**src/rtl/lut_bank.sv**
```systemverilog
// lut_bank: bank of N K-input truth-table cells with a serial, double-buffered
// configuration port and a per-cell combinational/registered output select.
module lut_bank #(
  parameter int unsigned K = 2,
  parameter int unsigned N = 4,
  localparam int unsigned TW = 2 ** K,
  localparam int unsigned CW = N * (TW + 1),
  localparam int unsigned SW = (N > 1) ? $clog2(N) : 1
) (
  input  logic          clk,
  input  logic          rst,
  input  logic          cfg_valid,
  input  logic          cfg_bit,
  output logic          cfg_ready,
  input  logic          cfg_commit,
  output logic          cfg_loaded,
  input  logic [N*K-1:0] in,
  output logic [N-1:0]  out,
  input  logic [SW-1:0] sel,
  output logic          mux_out
);

  localparam int unsigned CNTW = $clog2(CW + 1);

  typedef enum logic [1:0] {
    EMPTY = 2'd0,
    SHIFT = 2'd1,
    FULL  = 2'd2
  } state_e;

  state_e          state_q, state_d;
  logic [CNTW-1:0] count_q, count_d;
  logic [CW-1:0]   shadow_q, shadow_d;
  logic [CW-1:0]   active_q, active_d;
  logic [N-1:0]    cell_q, cell_d;
  logic [N-1:0]    f;
  logic [TW-1:0]   tt;

  // State, shadow/active config and registered cell outputs
  always_ff @(posedge clk) begin
    if (rst) begin
      state_q  <= EMPTY;
      count_q  <= '0;
      shadow_q <= '0;
      active_q <= '0;
      cell_q   <= '0;
    end else begin
      state_q  <= state_d;
      count_q  <= count_d;
      shadow_q <= shadow_d;
      active_q <= active_d;
      cell_q   <= cell_d;
    end
  end

  // Config FSM: shift until full, then wait for commit (input ignored while full)
  always_comb begin
    state_d  = state_q;
    count_d  = count_q;
    shadow_d = shadow_q;
    active_d = active_q;
    case (state_q)
      EMPTY, SHIFT: begin
        if (cfg_valid) begin
          shadow_d = {shadow_q[CW-2:0], cfg_bit};
          count_d  = count_q + CNTW'(1);
          state_d  = (count_q == CNTW'(CW - 1)) ? FULL : SHIFT;
        end
      end
      FULL: begin
        if (cfg_commit) begin
          active_d = shadow_q;
          count_d  = '0;
          state_d  = EMPTY;
        end
      end
      default: state_d = EMPTY;
    endcase
  end

  assign cfg_ready  = (count_q < CNTW'(CW));
  assign cfg_loaded = (state_q == FULL);

  // Per-cell truth-table lookup and output-mode select
  always_comb begin
    f   = '0;
    out = '0;
    tt  = '0;
    for (int i = 0; i < N; i++) begin
      tt     = active_q[i*(TW+1) +: TW];
      f[i]   = tt[in[i*K +: K]];
      out[i] = active_q[i*(TW+1)+TW] ? cell_q[i] : f[i];
    end
    cell_d = f;
  end

  // Output select; out-of-range select reads as 0
  always_comb begin
    mux_out = 1'b0;
    if (32'(sel) < N) mux_out = out[sel];
  end

endmodule
```
**config.mk**
```make
export PLATFORM = sky130hd
export DESIGN_NAME = lut_bank
export DESIGN_NICKNAME = d
export VERILOG_FILES = /design/src/rtl/lut_bank.sv
export SDC_FILE = /design/constraint.sdc
export NUM_CORES = 1
export LEC_CHECK = 0
export ABC_AREA = 0
export CAP_MARGIN = 20
export CORE_MARGIN = 5
export CORE_UTILIZATION = 54
export CTS_CLUSTER_SIZE = 25
export DETAILED_ROUTE_END_ITERATION = 12
export PLACE_DENSITY = 0.77
export RECOVER_POWER = 50
export SYNTH_ARGS = -nofsm -noshare
export SYNTH_HDL_FRONTEND = slang
export SYNTH_SLANG_ARGS = --single-unit
```
**constraint.sdc**
```tcl
create_clock -name clk -period 2.03 [get_ports clk]
set_input_delay 0.3045 -clock clk [delete_from_list [all_inputs] [get_ports clk]]
set_output_delay 0.3045 -clock clk [all_outputs]
set_load 0.01 [all_outputs]
```
==> flow_metrics.tcl, run 1 <==
set metrics [dict create \
    status "complete, but fails checks" \
    violations "setup timing" \
    syn_area_um2 1992 \
    synthesis.nets 258 \
    routedWlPerCell_um 13.40 \
    dr.pass1.iters 5 \
    track_usage_pct 17.56 \
    cts_tree "built" \
    num_vias 1658 \
    avgViaCountPerCell 5.263 \
    finalWorstSetupSlack_ps -6.653 \
    cts.clk_slew.worst_paths_ps 90 \
    drc 0 \
    num_io_pins 22 \
    yosysUniqueCellTypes 23 \
    gp_congestion 0.8314 \
    grt_overflow 0 \
    cp_max_fo 2 \
    power_frac_comb_pct 5.7 \
    yosysWarnings 0 \
    place_hpwl_um 2730 \
    n_antenna_cell 0 \
    htreeDepth 2 \
    worstHoldPathType "reg -> reg" \
    crit_chain "mux4_2 > a2111oi_4 > nor4_1 > buf_2" \
    cts_max_path_buffers 2 \
    die_h_um 70.74 \
    fin_crit_ps 2037 \
    maxCapViolCount 0 \
    p_leak_nw 0.8476 \
    drtIter0Drc 113 \
    final_util_pct 67.35 \
    cts_buffers 5 \
    drive_gt1_share_pct 9.738 \
    routed_wl_um 4221 \
    syn2layout_area_growth_pct 21.92 \
    tightest_slew_ps 1033 \
    grt_antenna_before_repair 0 \
    root_buffer "clkbuf_8" \
    fin_nets 282 \
    finClkSkew_ps 8.931 \
    p_clk_share_pct 33.8 \
    grt_max_degree 34 \
    portBuffers 21 \
    clkLatencyLatePin_ps 300 \
    swShare_pct 22.75 \
    finalHoldViolCount 0 \
    grt_setup_unrepaired "yes" \
    holdWs_ps 458.4 \
    cp.required_ps 1730 \
    slowest_delay_ps 530 \
    ant_nets 0 \
    core_area_um2 3606 \
    dieArea_um2 5003 \
    synth-seq-area-share_pct 51.26 \
    cellInternalPower_mw 1.291 \
    power_density_nw_per_um2 688.1 \
    ir_drop_mv 0.4163 \
    holdBufCountCts 0 \
    period_share_pct 100.3 \
    endpoint_kind "output pin" \
    worstSetupPathType "reg -> out" \
    die_w_um 70.74 \
    core.rowCount 22 \
    fin_cells 315 \
    grt_first_pass_wirelength_um 7044 \
    start_kind "flop" \
    grt_pass1_vias 1483 \
    arrival_ps 1730 \
    synth.avg_cell_area_um2 8.231 \
    dp_cells 306 \
    crit_slowest_cell "mux4_2" \
    initial_core_util_pct 55.24 \
    cts.sinks 51 \
    crit_buf_inv 1 \
    path_delay_family "multiplexers" \
    power.switching_mw 0.3802 \
    fmaxAchievable_mhz 491.0 \
    netlist_instances 242 \
    drv_slew 0 \
    setup_viol 1 \
    max_slew_margin_pct 31.11 \
    synth-seq-cells 51 \
    p_seq_share_pct 60.5 \
]
-- cell usage in the layout (no fill, tap or decap), drive strengths merged, types with 2 or more instances in the layout --
master          n
mux4            4
clkdlybuf4s50  11
a21o            4
a21oi          44
inv             7
o21ai           3
nor2            3
nand3b          2
nand2b          3
nor2b           6
dlygate4sd2     6
clkbuf         11
nand3           3
dfxtp          51
nand2          82
buf             6
or3             2
and2            4
a2111oi         5
-- path summary, 6_finish.rpt --
check	startpoint	to	slack [ps]	cells past startpoint
worst max-delay path	active_q[12]	mux_out	-7	4
worst min-delay path	active_q[2]	active_q[2]	460	2
worst max register to register	state_q[0]	count_q[3]	320	4
worst min register to register	active_q[2]	active_q[2]	460	2
-- state kept, by name (all words and copies together) (netlist names) --
register and cells:
active_q 20, cell_q 4, count_q 5, shadow_q 20
state_q 2
-- synth_stat cells --
| master | instances | share of area (%) |
|---|---|---|
| nand3_1 | 3 | 0.75 |
| and3b_1 | 1 | 0.44 |
| nor2b_1 | 6 | 1.9 |
| a2111oi_0 | 5 | 2.2 |
| a21o_1 | 4 | 1.5 |
| ha_1 | 1 | 0.63 |
| nand3b_1 | 2 | 0.75 |
| nand2_1 | 82 | 15 |
| a21oi_1 | 44 | 11 |
| nor2_1 | 3 | 0.57 |
| or3_1 | 2 | 0.63 |
| mux4_2 | 4 | 4.5 |
| xor2_1 | 1 | 0.44 |
| and2_1 | 4 | 1.3 |
| nor4_1 | 1 | 0.31 |
| nand2b_1 | 3 | 0.94 |
| inv_1 | 7 | 1.3 |
| a22oi_1 | 1 | 0.38 |
| dfxtp_1 | 51 | 51 |
| clkbuf_1 | 11 | 2.1 |
| buf_1 | 2 | 0.38 |
| nor4bb_1 | 1 | 0.50 |
| o21ai_0 | 3 | 0.75 |
-- what timing repair did --
action / 4_1_cts / 5_1_grt
cloned: 0 / 0
buffers inserted: 1 / 0
pin swaps: 5 / 0
setup endpoints to repair: 5 / 3
resized for setup: 28 / 2
-- routing by layer --
| layer | GRT usage (%) | up-vias | wire length [um] |
|---|---|---|---|
| met4 | 7.307 | 0 | 70 |
| met5 | 0 | - | 0 |
| met2 | 27.39 | 31 | 2028 |
| li1 | - | 859 | - |
| met1 | 23.40 | 761 | 1960 |
| met3 | 4.119 | 7 | 161 |
-- layout make-up --
cell class / instances / area, um2
inverter: 7 / 26.28
tap: 48 / 60.06
clock inverter: 2 / 12.51
clock buffer: 6 / 72.57
multi-input combinational: 171 / 970.9
fill: 300 / 1177
sequential: 51 / 1022
timing repair buffer: 30 / 264.0
-- worst register-to-register path, delay by kind of cell, from the launching register on --
family          cells  cell delay (ps)
flops               1              360
compound gates      1              170
buf+inv             1              770
simple gates        2              340
-- power groups by stage --
stage	Clock (mW)	Sequential, mW	Combinational, mW
4_1_cts	0.576	1.01	0.0971
3_5_place_dp	0	1.03	0.0920
5_1_grt	0.619	1.01	0.103
3_3_place_gp	0	1.03	0.0911
6_report	0.564	1.01	0.0955
2_1_floorplan	0	1.03	0.0431
-- per-stage QoR --
step                      setup TNS (ps)  power (mW)  setup slack [ps]  area, um2
final                             -6.653       1.671            -6.653       2429
after global routing              -85.17       1.736            -52.86       2429
after floorplan                        0       1.077             401.4       1992
after detailed placement           -1844       1.127            -709.8       2286
after global placement             -1742       1.126            -672.8       2286
after CTS                              0       1.684             2.603       2442
-- cells by family after synthesis --
family | synth area share (%)
and+or+nand+nor | 23.49
DFF | 51.26
xor gates and xnor gates | 0.4398
buffers and inverters | 3.769
muxes | 4.523
adders and majority gates | 0.6280
AOI/OAI and AO/OA | 15.89
Note: power is estimated with default switching activity, not from simulation.
==> inputs of run 2 (changes only) <==
- CELL_PAD_IN_SITES_DETAIL_PLACEMENT: unset -> 1
- CELL_PAD_IN_SITES_GLOBAL_PLACEMENT: unset -> 1
- CORE_UTILIZATION: 54 -> 41
- PLACE_DENSITY: 0.77 -> unset
- PLACE_DENSITY_LB_ADDON: unset -> 0.1
==> flow_metrics.tcl, run 2 (same netlist as run 1, synthesis figures left out) <==
set metrics [dict create \
    status "complete, but fails checks" \
    violations "setup timing" \
    drive_gt1_share_pct 12.27 \
    holdPathStages 2 \
    cts_buffers 5 \
    root_buffer "clkbuf_8" \
    finalHoldViolCount 0 \
    clkLatencyLatePin_ps 310 \
    pre_cts_ws_ps -802.7 \
    r2r_cells 4 \
    cts_tree "built" \
    r2r-end "count_q[3]" \
    period_share_pct 104.2 \
    worstSetupPathType "reg -> out" \
    use_met2_pct 29.22 \
    max_slew_margin_pct 49.15 \
    track_usage_pct 16.54 \
    met1_usage_pct 19.63 \
    fin_nets 284 \
    cts_max_path_buffers 2 \
    grt_setup_unrepaired "yes" \
    cp.required_ps 1730 \
    regToRegStartpoint "state_q[0]" \
    swShare_pct 21.72 \
    power.switching_mw 0.4040 \
    nFillCells 583 \
    final_common_cell "nand2_1" \
    gp_congestion 0.7200 \
    routed_wl_um 4714 \
    portBuffers 21 \
    power_density_nw_per_um2 743.0 \
    holdWs_ps 454.4 \
    ant_nets 0 \
    p_clk_share_pct 40.3 \
    routedWlPerCell_um 14.03 \
    p_leak_nw 0.8828 \
    drv_slew 0 \
    worstHoldPathType "reg -> reg" \
    holdBufCountCts 0 \
    grt_first_pass_wirelength_um 8321 \
    dp_cells 326 \
    setup_viol 1 \
    endpoint_kind "output pin" \
    tightest_slew_ps 762.8 \
    avgViaCountPerCell 4.988 \
    layout_common_cells "82 x nand2_1, 49 x dfxtp_1, 44 x a21oi_1" \
    syn2layout_area_growth_pct 25.69 \
    num_vias 1676 \
    dieArea_um2 6352 \
    hold_path_end "active_q[19]" \
    fin_cells 336 \
    grt_antenna_before_repair 0 \
    grt_overflow 0 \
    rrSetupSlack_ps 540 \
    cts.sinks 51 \
    regArea_um2 1023 \
    num_io_pins 22 \
    cellInternalPower_mw 1.456 \
    place_hpwl_um 3071 \
    arrival_ps 1810 \
    ir_drop_mv 0.2990 \
    drtIter0Drc 70 \
    fin_tns_setup_ps -85.84 \
    start_kind "flop" \
    cp_max_fo 2 \
    n_antenna_cell 0 \
    finClkSkew_ps 4.960 \
    core.rowCount 25 \
    dr.pass1.iters 4 \
    maxCapViolCount 0 \
    core_area_um2 4723 \
    worstHoldStart "shadow_q[19]" \
    fmaxAchievable_mhz 472.6 \
    p_seq_share_pct 54.4 \
    cts.clk_slew.worst_paths_ps 100 \
    grt.busiest_layer "met2" \
    finalWorstSetupSlack_ps -85.84 \
    grt_pass1_vias 1791 \
    fin_crit_ps 2116 \
    grt_max_degree 37 \
    largestRegisters "active_q (20), shadow_q (20), count_q (5)" \
    htreeDepth 2 \
    drc 0 \
    die_h_um 79.70 \
    power_frac_comb_pct 5.3 \
    die_w_um 79.70 \
    initial_core_util_pct 42.17 \
    use_met3_pct 3.612 \
    multiInputGateArea_um2 977.2 \
]
-- run 2: worst max path at each step --
stage,startpoint,end,slack [ps],depth (start not counted)
final,active_q[13],mux_out,-90,5
after global placement,in[0],mux_out,-810,6
after floorplan,in[2],mux_out,400,3
after global routing,active_q[13],mux_out,-160,5
after CTS,active_q[13],mux_out,-50,5
after detailed placement,in[0],mux_out,-800,6
-- run 2: area by class of cell --
| class | instances | area share (%) |
|---|---|---|
| Sequential cell | 51 | 40.88 |
| Inverter | 7 | 1.049 |
| Tap cell | 67 | 3.348 |
| Multi-Input combinational cell | 171 | 39.03 |
| Timing Repair Buffer | 32 | 10.84 |
| Clock inverter | 2 | 1.549 |
| Clock buffer | 6 | 3.298 |
-- run 2: timing repair --
item / CTS / global route
hold endpoints to repair: 0 / 0
gates resized for setup: 32 / 9
setup endpoints to repair: 5 / 4
buffers inserted: 3 / 0
pin swaps: 5 / 0
-- run 2: routing by layer --
metal | up-vias | part of all wire, %
met4 | 0 | 1.4
met1 | 801 | 45
met3 | 5 | 2.4
li1 | 855 | -
met2 | 15 | 51
met5 | - | 0
-- run 2: power groups by stage --
stage | clock (mW) | combinational, mW | sequential [mW]
after floorplan | 0 | 0.0431 | 1.03
after global placement | 0 | 0.0940 | 1.03
after detailed placement | 0 | 0.0940 | 1.04
after CTS | 0.768 | 0.0979 | 1.01
after global routing | 0.807 | 0.108 | 1.01
final | 0.750 | 0.0984 | 1.01
-- run 2: stage by stage --
stage / power [mW] / cell area (um2) / utilization, %
3_3_place_gp: 1.129 / 2305 / 48.79
6_report: 1.860 / 2504 / 53.01
3_5_place_dp: 1.129 / 2305 / 48.79
2_1_floorplan: 1.077 / 1992 / -
4_1_cts: 1.878 / 2515 / 53.25
5_1_grt: 1.928 / 2504 / 53.01
-- run 2: critical path, cell delays in order (launching register included) --
cell	delay, ps
dfxtp_2	330
mux4_2	490
buf_6	140
a2111oi_4	310
nor4_2	100
buf_2	150
==> inputs of run 3 (changes only) <==
- CORE_MARGIN: 5 -> 10
==> flow_metrics.tcl, run 3 (same netlist as run 1, synthesis figures left out) <==
set metrics [dict create \
    die_h_um 89.70 \
    crit_chain "mux4_2 > a2111oi_4 > nor4_1 > buf_2" \
    final_util_pct 52.34 \
    cts_tree "built" \
    power.total_mw 1.790 \
    drv_slew 0 \
    grt_antenna_before_repair 0 \
    pre_cts_ws_ps -724.8 \
    root_buffer "clkbuf_8" \
    nFillCells 575 \
    track_usage_pct 12.11 \
    avgViaCountPerCell 4.943 \
    grt_pass1_vias 1760 \
    cts.clk_slew.worst_paths_ps 90 \
    ir_drop_mv 0.3083 \
    slowest_delay_ps 510 \
    maxCapViolCount 0 \
    layout_common_cells "82 x nand2_1, 47 x dfxtp_1, 44 x a21oi_1" \
    crit_buf_inv 1 \
    gp_congestion 0.7042 \
    dr.pass1.iters 4 \
    r2r_cells 4 \
    die_w_um 89.70 \
    clkLatencyLatePin_ps 300 \
    regToRegStartpoint "state_q[1]" \
    drive_gt1_share_pct 11.94 \
    fin_nets 284 \
    core_area_um2 4723 \
    grt_setup_unrepaired "yes" \
    hold_path_end "active_q[15]" \
    cellInternalPower_mw 1.411 \
    path_delay_family "multiplexers" \
    worstSetupPathType "reg -> out" \
    tightest_slew_ps 792.9 \
    routed_wl_um 4811 \
    portBuffers 21 \
    fin_tns_setup_ps 0 \
    finalHoldViolCount 0 \
    drtIter0Drc 83 \
    rrSetupSlack_ps 330 \
    grt_overflow 0 \
    num_io_pins 22 \
    drc 0 \
    multiInputGateArea_um2 970.9 \
    max_slew_margin_pct 47.14 \
    setup_viol 0 \
    n_antenna_cell 0 \
    largestRegisters "active_q (20), shadow_q (20), count_q (5)" \
    core.rowCount 25 \
    htreeDepth 2 \
    period_share_pct 99.65 \
    initial_core_util_pct 42.17 \
    fin_crit_ps 2023 \
    p_seq_share_pct 56.5 \
    grt_max_degree 36 \
    place_hpwl_um 3308 \
    finClkSkew_ps 3.158 \
    power_density_nw_per_um2 724.0 \
    power_frac_comb_pct 5.4 \
    endpoint_kind "output pin" \
    r2r-end "shadow_q[10]" \
    ant_nets 0 \
    cts.sinks 51 \
    worstHoldPathType "reg -> reg" \
    syn2layout_area_growth_pct 24.12 \
    routedWlPerCell_um 14.36 \
    cp.required_ps 1730 \
    fmaxAchievable_mhz 494.3 \
    cts_buffers 5 \
    worstHoldStart "active_q[15]" \
    regArea_um2 1026 \
    swShare_pct 21.17 \
    grt_first_pass_wirelength_um 8252 \
    p_clk_share_pct 38.1 \
    dieArea_um2 8046 \
    cp_max_fo 2 \
    final_common_cell "nand2_1" \
    finalWorstSetupSlack_ps 7.090 \
    arrival_ps 1720 \
    num_vias 1656 \
    cts_max_path_buffers 2 \
    start_kind "flop" \
    holdPathStages 2 \
    crit_slowest_cell "mux4_2" \
    p_leak_nw 0.8638 \
    status "finished clean" \
    power.switching_mw 0.3790 \
]
==> run 3: cell count changes in the layout (fill, tap and decap cells not counted), moves of 2 or more <==
| cell | before | now |
|---|---|---|
| buf_6 | 3 | 1 |
| clkbuf_1 | 1 | 3 |
| dfxtp_1 | 49 | 47 |
| dfxtp_2 | 2 | 4 |
==> run 3: worst reg2reg max path: stages, from the launching register on <==
cell      delay (ps)
dfxtp_1          420
nand2b_1         270
clkbuf_1         640
nand2_1          110
a21oi_1          180
==> run 3: power by group through the flow <==
stage / sequential [mW] / combinational (mW) / clock (mW)
after CTS: 1.01 / 0.0986 / 0.700
final: 1.01 / 0.0960 / 0.682
after global routing: 1.01 / 0.106 / 0.750
after floorplan: 1.03 / 0.0431 / 0
after global placement: 1.03 / 0.0944 / 0
after detailed placement: 1.04 / 0.0951 / 0
==> run 3: worst max path at each step <==
stage | from | endpoint | slack, ps | cells past startpoint
2_1_floorplan | in[2] | mux_out | 400 | 3
3_3_place_gp | in[0] | mux_out | -730 | 6
3_5_place_dp | in[0] | mux_out | -720 | 6
4_1_cts | active_q[5] | mux_out | 4 | 4
5_1_grt | active_q[13] | out[2] | -60 | 4
6_report | active_q[5] | mux_out | 7 | 4
==> run 3: cell type report <==
cell class                      count  area share [%]
Sequential cell                    51           41.50
Multi-Input combinational cell    171           39.27
Inverter                            7           1.063
Timing Repair Buffer               32           10.63
Clock buffer                        6           2.935
Tap cell                           67           3.391
Clock inverter                      1           1.215
==> run 3: stage by stage <==
stage	cells	cell area [um2]	hold WS, ps
finish	335	2472	458.6
floorplan	242	1992	394.2
global route	335	2472	481.8
global placement	327	2312	446.3
CTS	335	2482	462.0
detailed placement	327	2312	448.7
==> run 3: repair_timing <==
action                     CTS  global route
setup endpoints to repair    5             2
hold endpoints to repair     0             0
hold buffers                 0             0
setup buffers                2             0
gates resized for setup     39             3
pin swaps                    6             0
==> run 3: metal layers <==
metal | vias to the layer above | wire length (um) | GRT usage, % | part of all wire (%)
li1 | 854 | - | - | -
met4 | 0 | 59 | 3.639 | 1.2
met5 | - | 0 | 0 | 0
met2 | 15 | 2398 | 20.70 | 50
met1 | 782 | 2249 | 14.50 | 47
met3 | 5 | 103 | 3.076 | 2.1
